File: src/rtl/neural_frame_gate.sv
// Whole-frame admission gate between the SPI frame stream and the data FIFO write port.
// Locks on the 64-bit magic header and admits or drops each frame as a unit at its first word.
module neural_frame_gate #(
    parameter int          FRAME_WORDS = 304,
    parameter logic [63:0] MAGIC       = 64'hC691199927021942
) (
    input  logic        dataclk,
    input  logic        reset,
    input  logic        enable,
    input  logic [15:0] in_data,
    input  logic        in_valid,
    input  logic        fifo_prog_full,
    output logic [15:0] out_data,
    output logic        out_wen,
    output logic        locked,
    output logic        sync_error,
    output logic [15:0] frames_passed,
    output logic [15:0] frames_dropped
);

    localparam int CW = $clog2(FRAME_WORDS);
    localparam logic [3:0][15:0] MAGIC_W = MAGIC;

    typedef enum logic {HUNT, LOCKED} state_t;

    state_t           state;
    logic [CW-1:0]    word_cnt;
    logic [2:0][15:0] hist;       // hist[0] is the most recent valid word
    logic             pass_cur;
    logic             pass_next;
    logic             hunt_hit;
    logic             hdr_bad;
    logic             frame_start;

    // The current word plus three history words form the 4-word header window.
    assign hunt_hit = (hist[2] == MAGIC_W[0]) && (hist[1] == MAGIC_W[1]) &&
                      (hist[0] == MAGIC_W[2]) && (in_data == MAGIC_W[3]);

    assign hdr_bad     = (state == LOCKED) && (word_cnt < CW'(4)) &&
                         (in_data != MAGIC_W[word_cnt[1:0]]);
    assign frame_start = (state == LOCKED) && (word_cnt == '0) && !hdr_bad;

    // Admission is decided combinationally at word 0 so that word itself is written.
    always_comb begin
        pass_next = pass_cur;
        if (in_valid) begin
            if (state != LOCKED || hdr_bad)
                pass_next = 1'b0;
            else if (word_cnt == '0)
                pass_next = enable & ~fifo_prog_full;
        end
    end

    assign locked = (state == LOCKED);

    always_ff @(posedge dataclk or posedge reset) begin
        if (reset) begin
            state          <= HUNT;
            word_cnt       <= '0;
            hist           <= '0;
            pass_cur       <= 1'b0;
            out_data       <= '0;
            out_wen        <= 1'b0;
            sync_error     <= 1'b0;
            frames_passed  <= '0;
            frames_dropped <= '0;
        end else begin
            out_wen  <= in_valid & pass_next;
            pass_cur <= pass_next;
            if (in_valid) begin
                out_data <= in_data;
                hist     <= {hist[1:0], in_data};
                case (state)
                    HUNT: begin
                        if (hunt_hit) begin
                            state    <= LOCKED;
                            word_cnt <= CW'(4);
                        end
                    end
                    LOCKED: begin
                        if (hdr_bad) begin
                            state      <= HUNT;
                            sync_error <= 1'b1;
                            word_cnt   <= '0;
                        end else begin
                            word_cnt <= (word_cnt == CW'(FRAME_WORDS - 1)) ? '0 : word_cnt + 1'b1;
                            if (frame_start && enable) begin
                                if (fifo_prog_full) begin
                                    if (frames_dropped != 16'hFFFF)
                                        frames_dropped <= frames_dropped + 16'd1;
                                end else begin
                                    if (frames_passed != 16'hFFFF)
                                        frames_passed <= frames_passed + 16'd1;
                                end
                            end
                        end
                    end
                    default: state <= HUNT;
                endcase
            end
        end
    end

endmodule

File: config.mk
export PLATFORM = sky130hd
export DESIGN_NAME = neural_frame_gate
export DESIGN_NICKNAME = d
export VERILOG_FILES = /design/src/rtl/neural_frame_gate.sv
export SDC_FILE = /design/constraint.sdc
export NUM_CORES = 1
export LEC_CHECK = 0
export ABC_AREA = 1
export CAP_MARGIN = 25
export CORE_MARGIN = 2
export CORE_UTILIZATION = 56
export CTS_CLUSTER_DIAMETER = 80
export CTS_CLUSTER_SIZE = 40
export DETAILED_ROUTE_END_ITERATION = 12
export HOLD_SLACK_MARGIN = 0.15
export PLACE_DENSITY = 0.83
export SLEW_MARGIN = 20
export SYNTH_ARGS = -nofsm -noshare
export SYNTH_HDL_FRONTEND = slang
export SYNTH_SLANG_ARGS = --single-unit
File: constraint.sdc
create_clock -name dataclk -period 4 [get_ports dataclk]
set_clock_uncertainty 0.15 [all_clocks]
set_input_delay 1.2 -clock dataclk [delete_from_list [all_inputs] [get_ports dataclk]]
set_output_delay 1.2 -clock dataclk [all_outputs]
set_load 0.01 [all_outputs]
==> impl_metrics.py, run 1 <==
metrics = {
    "global_route": {
        "antenna_found_initial": 0,
        "grt_util_all_layers": 0.2551,
        "grt_pass1_vias": 4482,
        "grt_max_degree": 62,
        "grt_pass1_wl_um": 21070,
        "overflow": 0,
    },
    "setup_path": {
        "cp.arrival_ns": 3.40,
        "cp-startpoint": "in_data[8]",
        "path_class": "input pin to flop",
        "cpPeakStageDelay_ns": 0.45,
        "start_kind": "input pin",
        "r2r_slack_ns": 1.08,
        "cp_cell_sequence": "clkdlybuf4s50_1 > inv_1 > nand2_1 > nand2_1 > nand3_1 > nor2_1 > nand3_1 > nand2_1 > buf_4 > nand3_4 > nor2_4 > nand3_1 > nand2_1",
        "worstPathRequired_ns": 4.15,
        "endpoint_kind": "flop",
        "r2r-start": "word_cnt[0]$_DFFE_PP0P_",
        "slowest_stage": "clkdlybuf4s50_1",
        "ff2ff_path_depth": 14,
        "crit_fanout": 13,
        "critPathCapture": "frames_dropped[9]$_DFFE_PP0P_",
        "r2r-end": "frames_dropped[9]$_DFFE_PP0P_",
        "crit_top_cell": "nand2_1",
    },
    "logic_synthesis": {
        "yosysUniqueCellTypes": 29,
        "synth_top_cell_area_share": 0.4384,
        "synthCells": 694,
        "synth_edf_count": 0,
        "synth_common_cells": "nand2_1, inv_1, dfrtp_1",
        "synthFlopType": "dfrtp_1",
        "synth_area_leaders": "dfrtp_1, nand2_1, inv_1, nand3_1, o21ai_0",
        "synth.most_common_cell": "nand2_1",
        "synth_seq_cells": 93,
        "ys_seq_area_frac": 0.4384,
        "syn_area_per_cell_um2": 7.650,
        "yosysTopAreaCell": "dfrtp_1",
        "synth-async-reset-ratio": 1.000,
        "synth_fp_nets": 722,
        "ys_warn_count": 0,
        "netlist_area_mm2": 0.005309,
    },
    "cells_and_area": {
        "drive_gt1_frac": 0.05298,
        "stdcell_area_mm2": 0.006241,
        "antenna_cells": 0,
        "fin_nets": 778,
        "synthToLayoutAreaGrowth_pct": 17.56,
    },
    "place": {
        "gp_congestion": 0.9369,
        "place_area_mm2": 0.006042,
        "port_buffers": 71,
        "hpwlAfterDp_um": 9349,
    },
    "drt": {
        "wl_per_cell_um": 13.98,
        "viasPerCell": 5.337,
        "wl_um": 12360,
        "drtAntennaViolNets": 0,
        "post-route-drc-count": 0,
        "firstDrtPassIters": 5,
        "routed-via-count": 4718,
        "drt_iter0_drc": 321,
    },
    "floorplanning": {
        "std_cell_rows": 35,
        "start_util": 0.5745,
        "die_area_mm2": 0.01027,
        "die_h_um": 101.4,
        "design.core.area_mm2": 0.009240,
        "die_w_um": 101.4,
        "ios": 72,
    },
    "power_and_ir_drop": {
        "powerDensity_mw_per_mm2": 347.2,
        "p_leak_nw": 3.258,
        "ir_drop_uv": 254.0,
    },
    "clock_network": {
        "post_cts_buffers": 0,
        "cts-hold-fix-buffers": 0,
        "cts_tree": "yes",
        "htreeDepth": 3,
        "clock-sinks": 93,
        "clock_path_buffers": 2,
        "cts_root_buffer": "clkbuf_8",
        "ctsResizeCount": 0,
        "clock_latency_ns": 0.37,
        "cts_buffers": 9,
        "path_clk_slew_ns": 0.11,
    },
    "sta": {
        "setup_tns_ns": 0,
        "final-setup-viol-count": 0,
        "finalCritPeriodShare": 0.8112,
        "fmax_mhz": 308.2,
        "hold_viol": 0,
        "rsz0062_at_grt": "false",
        "max_slew_margin": 0.5402,
        "tightest_slew_ns": 0.6871,
        "layout_min_cycle_time_ns": 3.245,
        "slew_violations": 0,
    },
    "flow_run": {
        "cap_violations": 0,
    },
    "outcome": {
        "status": "finished, final reports clean",
    },
    "worst_hold_path": {
        "hp-class": "flop to flop",
    },
}
worst min path at each step:
| stage | start | endpoint | depth (start not counted) |
|---|---|---|---|
| detailed placement | hist[23]$_DFFE_PP0P_ | hist[39]$_DFFE_PP0P_ | 2 |
| CTS | hist[23]$_DFFE_PP0P_ | hist[39]$_DFFE_PP0P_ | 2 |
| floorplan | pass_cur$_DFF_PP0_ | pass_cur$_DFF_PP0_ | 2 |
| finish | hist[23]$_DFFE_PP0P_ | hist[39]$_DFFE_PP0P_ | 2 |
| global route | hist[19]$_DFFE_PP0P_ | hist[35]$_DFFE_PP0P_ | 2 |
| global placement | sync_error$_DFFE_PP0P_ | sync_error$_DFFE_PP0P_ | 2 |
state kept, by name (all words and copies together) (netlist names):
register,cells
sync_error,1
word_cnt,9
locked,1
hist,48
frames_passed,16
out_wen,1
frames_dropped,16
pass_cur,1
layout make-up:
class                      instances  area [um2]
fill                             761        2999
multi-input combinational        447        2331
sequential                        93        2327
timing repair buffer              77       763.2
inverter                         122       459.2
tap                              129       161.4
clock buffer                       9       123.9
clock inverter                     7       75.07
stage by stage:
step / hold slack, ns / util / power, mW / setup WS, ns / cells
after CTS: 0.3432 / 0.6754 / 2.172 / 0.7514 / 884
after detailed placement: 0.3173 / 0.6539 / 1.542 / 0.3787 / 868
after floorplan: 0.3002 / - / 1.411 / 0.2297 / 694
after global placement: 0.3020 / 0.6539 / 1.527 / 0.4388 / 868
final: 0.3361 / 0.6754 / 2.167 / 0.7552 / 884
after global routing: 0.3756 / 0.6754 / 2.285 / 0.4711 / 884
layer usage:
layer | track usage | part of all wire | vias to the layer above | routed length [um]
met1 | 0.3620 | 0.46 | 2262 | 5744
met4 | 0.07069 | 0.012 | 0 | 154
li1 | - | - | 2322 | -
met3 | 0.03589 | 0.044 | 16 | 544
met2 | 0.4137 | 0.48 | 118 | 5918
met5 | 0 | 0 | - | 0
power breakdown:
group / switching [mW] / internal, mW
Sequential: 0.0686 / 1.01
Clock: 0.391 / 0.249
Combinational: 0.285 / 0.159
Total: 0.745 / 1.42
critical path, delay by kind of cell:
kind / cells / cell delay [ns]
buffers and inverters: 3 / 0.88
and+or+nand+nor: 10 / 1.29
kinds of logic after synthesis:
logic type	share of synthesized area
AO/OA/AOI/OAI	0.1068
XOR/XNOR	0.03465
adder cells (fa/ha/maj)	0.01650
buffers and inverters	0.1226
flip-flops	0.4384
AND/OR/NAND/NOR	0.2812
cell usage in the layout (no fill, tap or decap), types with 2 or more instances in the layout:
| cell type | Yosys | routed |
|---|---|---|
| nand4_2 | 4 | 4 |
| o21bai_1 | 32 | 32 |
| nand2_1 | 148 | 148 |
| clkdlybuf4s50_1 | 0 | 70 |
| a21oi_1 | 6 | 6 |
| inv_1 | 118 | 117 |
| inv_2 | 3 | 3 |
| o21ai_0 | 56 | 56 |
| nor2_2 | 4 | 4 |
| inv_8 | 0 | 3 |
| nor4_1 | 6 | 6 |
| nor2_4 | 2 | 2 |
| ha_1 | 7 | 7 |
| nand3_1 | 68 | 68 |
| clkbuf_8 | 0 | 9 |
| buf_4 | 16 | 5 |
| dfrtp_1 | 93 | 93 |
| xor2_1 | 20 | 20 |
| nor2_1 | 43 | 43 |
| inv_6 | 0 | 2 |
| nand3b_1 | 4 | 4 |
| nand4_1 | 21 | 21 |
| nor3_1 | 20 | 20 |
Power figures use the tool's default switching activity.
==> inputs of run 2 (changes only) <==
- CORE_UTILIZATION: 56 -> 50
- PLACE_DENSITY: 0.83 -> 0.79
- clock period: 4 -> 2.7 ns (I/O delays scaled with it)
==> impl_metrics.py, run 2 (synthesis gave the netlist of run 1 again) <==
metrics = {
    "cells_and_area": {
        "fin_nets": 805,
        "largestRegisters": "hist x48, frames_dropped x16, frames_passed x16",
        "stdcell_area_mm2": 0.006489,
        "antenna_cells": 0,
        "drive_gt1_frac": 0.09207,
        "ff_latch_area_mm2": 0.002328,
        "largest_register": "hist",
        "fin_util": 0.6285,
        "synthToLayoutAreaGrowth_pct": 22.22,
        "mostFrequentLayoutCell": "nand2_1",
        "multi_input_area_mm2": 0.002365,
        "n_fill_cell": 924,
        "mostFrequentLayoutCells": "nand2_1, inv_1, dfrtp_1, clkdlybuf4s50_1, nand3_1",
        "largest_reg_flops": 48,
        "fin_cells": 918,
    },
    "setup_path": {
        "start_kind": "input pin",
        "crit_fanout": 7,
        "endpoint_kind": "flop",
        "worstPathRequired_ns": 2.86,
        "cp.arrival_ns": 2.71,
        "path_class": "input pin to flop",
    },
    "sta": {
        "hold_viol": 0,
        "tightest_slew_ns": 0.5587,
        "slew_violations": 0,
        "fin_ws_ns": 0.1551,
        "setup_tns_ns": 0,
        "fmax_mhz": 392.9,
        "whs_ns": 0.3418,
        "max_slew_margin": 0.6247,
        "rsz0062_at_grt": "false",
        "finalCritPeriodShare": 0.9425,
        "final-setup-viol-count": 0,
        "layout_min_cycle_time_ns": 2.545,
    },
    "clock_network": {
        "clock-sinks": 93,
        "clock_latency_ns": 0.37,
        "clock_path_buffers": 2,
        "cts_tree": "yes",
        "cts_buffers": 9,
        "cts-hold-fix-buffers": 0,
        "htreeDepth": 3,
        "path_clk_slew_ns": 0.09,
        "cts_root_buffer": "clkbuf_8",
        "post_cts_buffers": 0,
    },
    "floorplanning": {
        "std_cell_rows": 37,
        "ios": 72,
        "die_h_um": 107.0,
        "start_util": 0.5142,
        "die_w_um": 107.0,
        "design.core.area_mm2": 0.01032,
        "die_area_mm2": 0.01146,
    },
    "power_and_ir_drop": {
        "powerDensity_mw_per_mm2": 499.3,
        "internal_power_mw": 2.150,
        "p_sw_mw": 1.090,
        "power.share.clock": 0.272,
        "ir_drop_uv": 275.6,
        "seqPwrFrac": 0.494,
        "p_comb_frac": 0.234,
        "total_power_mw": 3.240,
        "netSwitchingFraction": 0.3364,
        "p_leak_nw": 3.339,
    },
    "place": {
        "port_buffers": 71,
        "hpwlAfterDp_um": 9485,
        "dp_slack_ns": -0.3165,
        "place_area_mm2": 0.006274,
        "post-place-cells": 901,
        "gp_congestion": 0.9145,
    },
    "drt": {
        "viasPerCell": 5.222,
        "drt_iter0_drc": 297,
        "drtAntennaViolNets": 0,
        "routed-via-count": 4794,
        "firstDrtPassIters": 5,
        "wl_um": 12630,
        "wl_per_cell_um": 13.76,
        "post-route-drc-count": 0,
    },
    "global_route": {
        "grt_pass1_vias": 4676,
        "overflow": 0,
        "grt_max_degree": 94,
        "antenna_found_initial": 0,
        "grt_pass1_wl_um": 21870,
        "grt_util_all_layers": 0.2359,
    },
    "flow_run": {
        "cap_violations": 0,
    },
    "worst_hold_path": {
        "hp-class": "flop to flop",
    },
    "outcome": {
        "status": "finished, final reports clean",
    },
}
==> run 2: worst paths after layout <==
| check | endpoint | from | cells past startpoint | slack, ns |
|---|---|---|---|---|
| setup / recovery | frames_passed[13]$_DFFE_PP0P_ | in_data[15] | 12 | 0.16 |
| hold / removal | sync_error$_DFFE_PP0P_ | sync_error$_DFFE_PP0P_ | 2 | 0.34 |
| setup reg to reg | frames_passed[13]$_DFFE_PP0P_ | word_cnt[0]$_DFFE_PP0P_ | 15 | 0.22 |
| hold reg to reg | sync_error$_DFFE_PP0P_ | sync_error$_DFFE_PP0P_ | 2 | 0.34 |
| max in group asynchronous | hist[28]$_DFFE_PP0P_ | reset | 3 | 1.27 |
| min in group asynchronous | hist[0]$_DFFE_PP0P_ | reset | 3 | 0.74 |
==> run 2: layout make-up <==
| class | count | share of cell area |
|---|---|---|
| inverters | 122 | 0.07115 |
| flip-flops and latches | 93 | 0.3589 |
| multi-input cells | 448 | 0.3644 |
| clock inverters | 7 | 0.008677 |
| clock buffers | 9 | 0.01909 |
| repair buffers | 103 | 0.1516 |
| well taps | 136 | 0.02622 |
==> run 2: worst max-delay path: stages <==
cell,delay (ns)
clkdlybuf4s50_1,0.54
a21oi_1,0.09
nor2_1,0.10
nand2_1,0.06
nor2_1,0.08
nand3_1,0.15
nand2_2,0.15
buf_4,0.17
nand3_4,0.13
nor2_4,0.23
nand3_1,0.10
nand2_1,0.08
==> run 2: power by group through the flow <==
stage / clock network, mW / registers (mW) / logic [mW]
3_3_place_gp: 0 / 1.62 / 0.719
2_1_floorplan: 0 / 1.59 / 0.497
3_5_place_dp: 0 / 1.62 / 0.741
5_1_grt: 0.970 / 1.62 / 0.854
6_report: 0.882 / 1.60 / 0.758
4_1_cts: 0.902 / 1.60 / 0.747
==> run 2: metal layers <==
| metal | share of wire | track usage | vias up |
|---|---|---|---|
| met2 | 0.48 | 0.3757 | 115 |
| met5 | 0 | 0 | - |
| met4 | 0.021 | 0.08256 | 0 |
| met1 | 0.46 | 0.3285 | 2278 |
| met3 | 0.041 | 0.03647 | 23 |
| li1 | - | - | 2378 |
==> run 2: repair_timing <==
item / in CTS / in global routing
pin swaps: 0 / 2
setup endpoints to repair: 7 / 36
gates cloned: 0 / 1
hold endpoints to repair: 0 / 0
gates resized for setup: 1 / 7
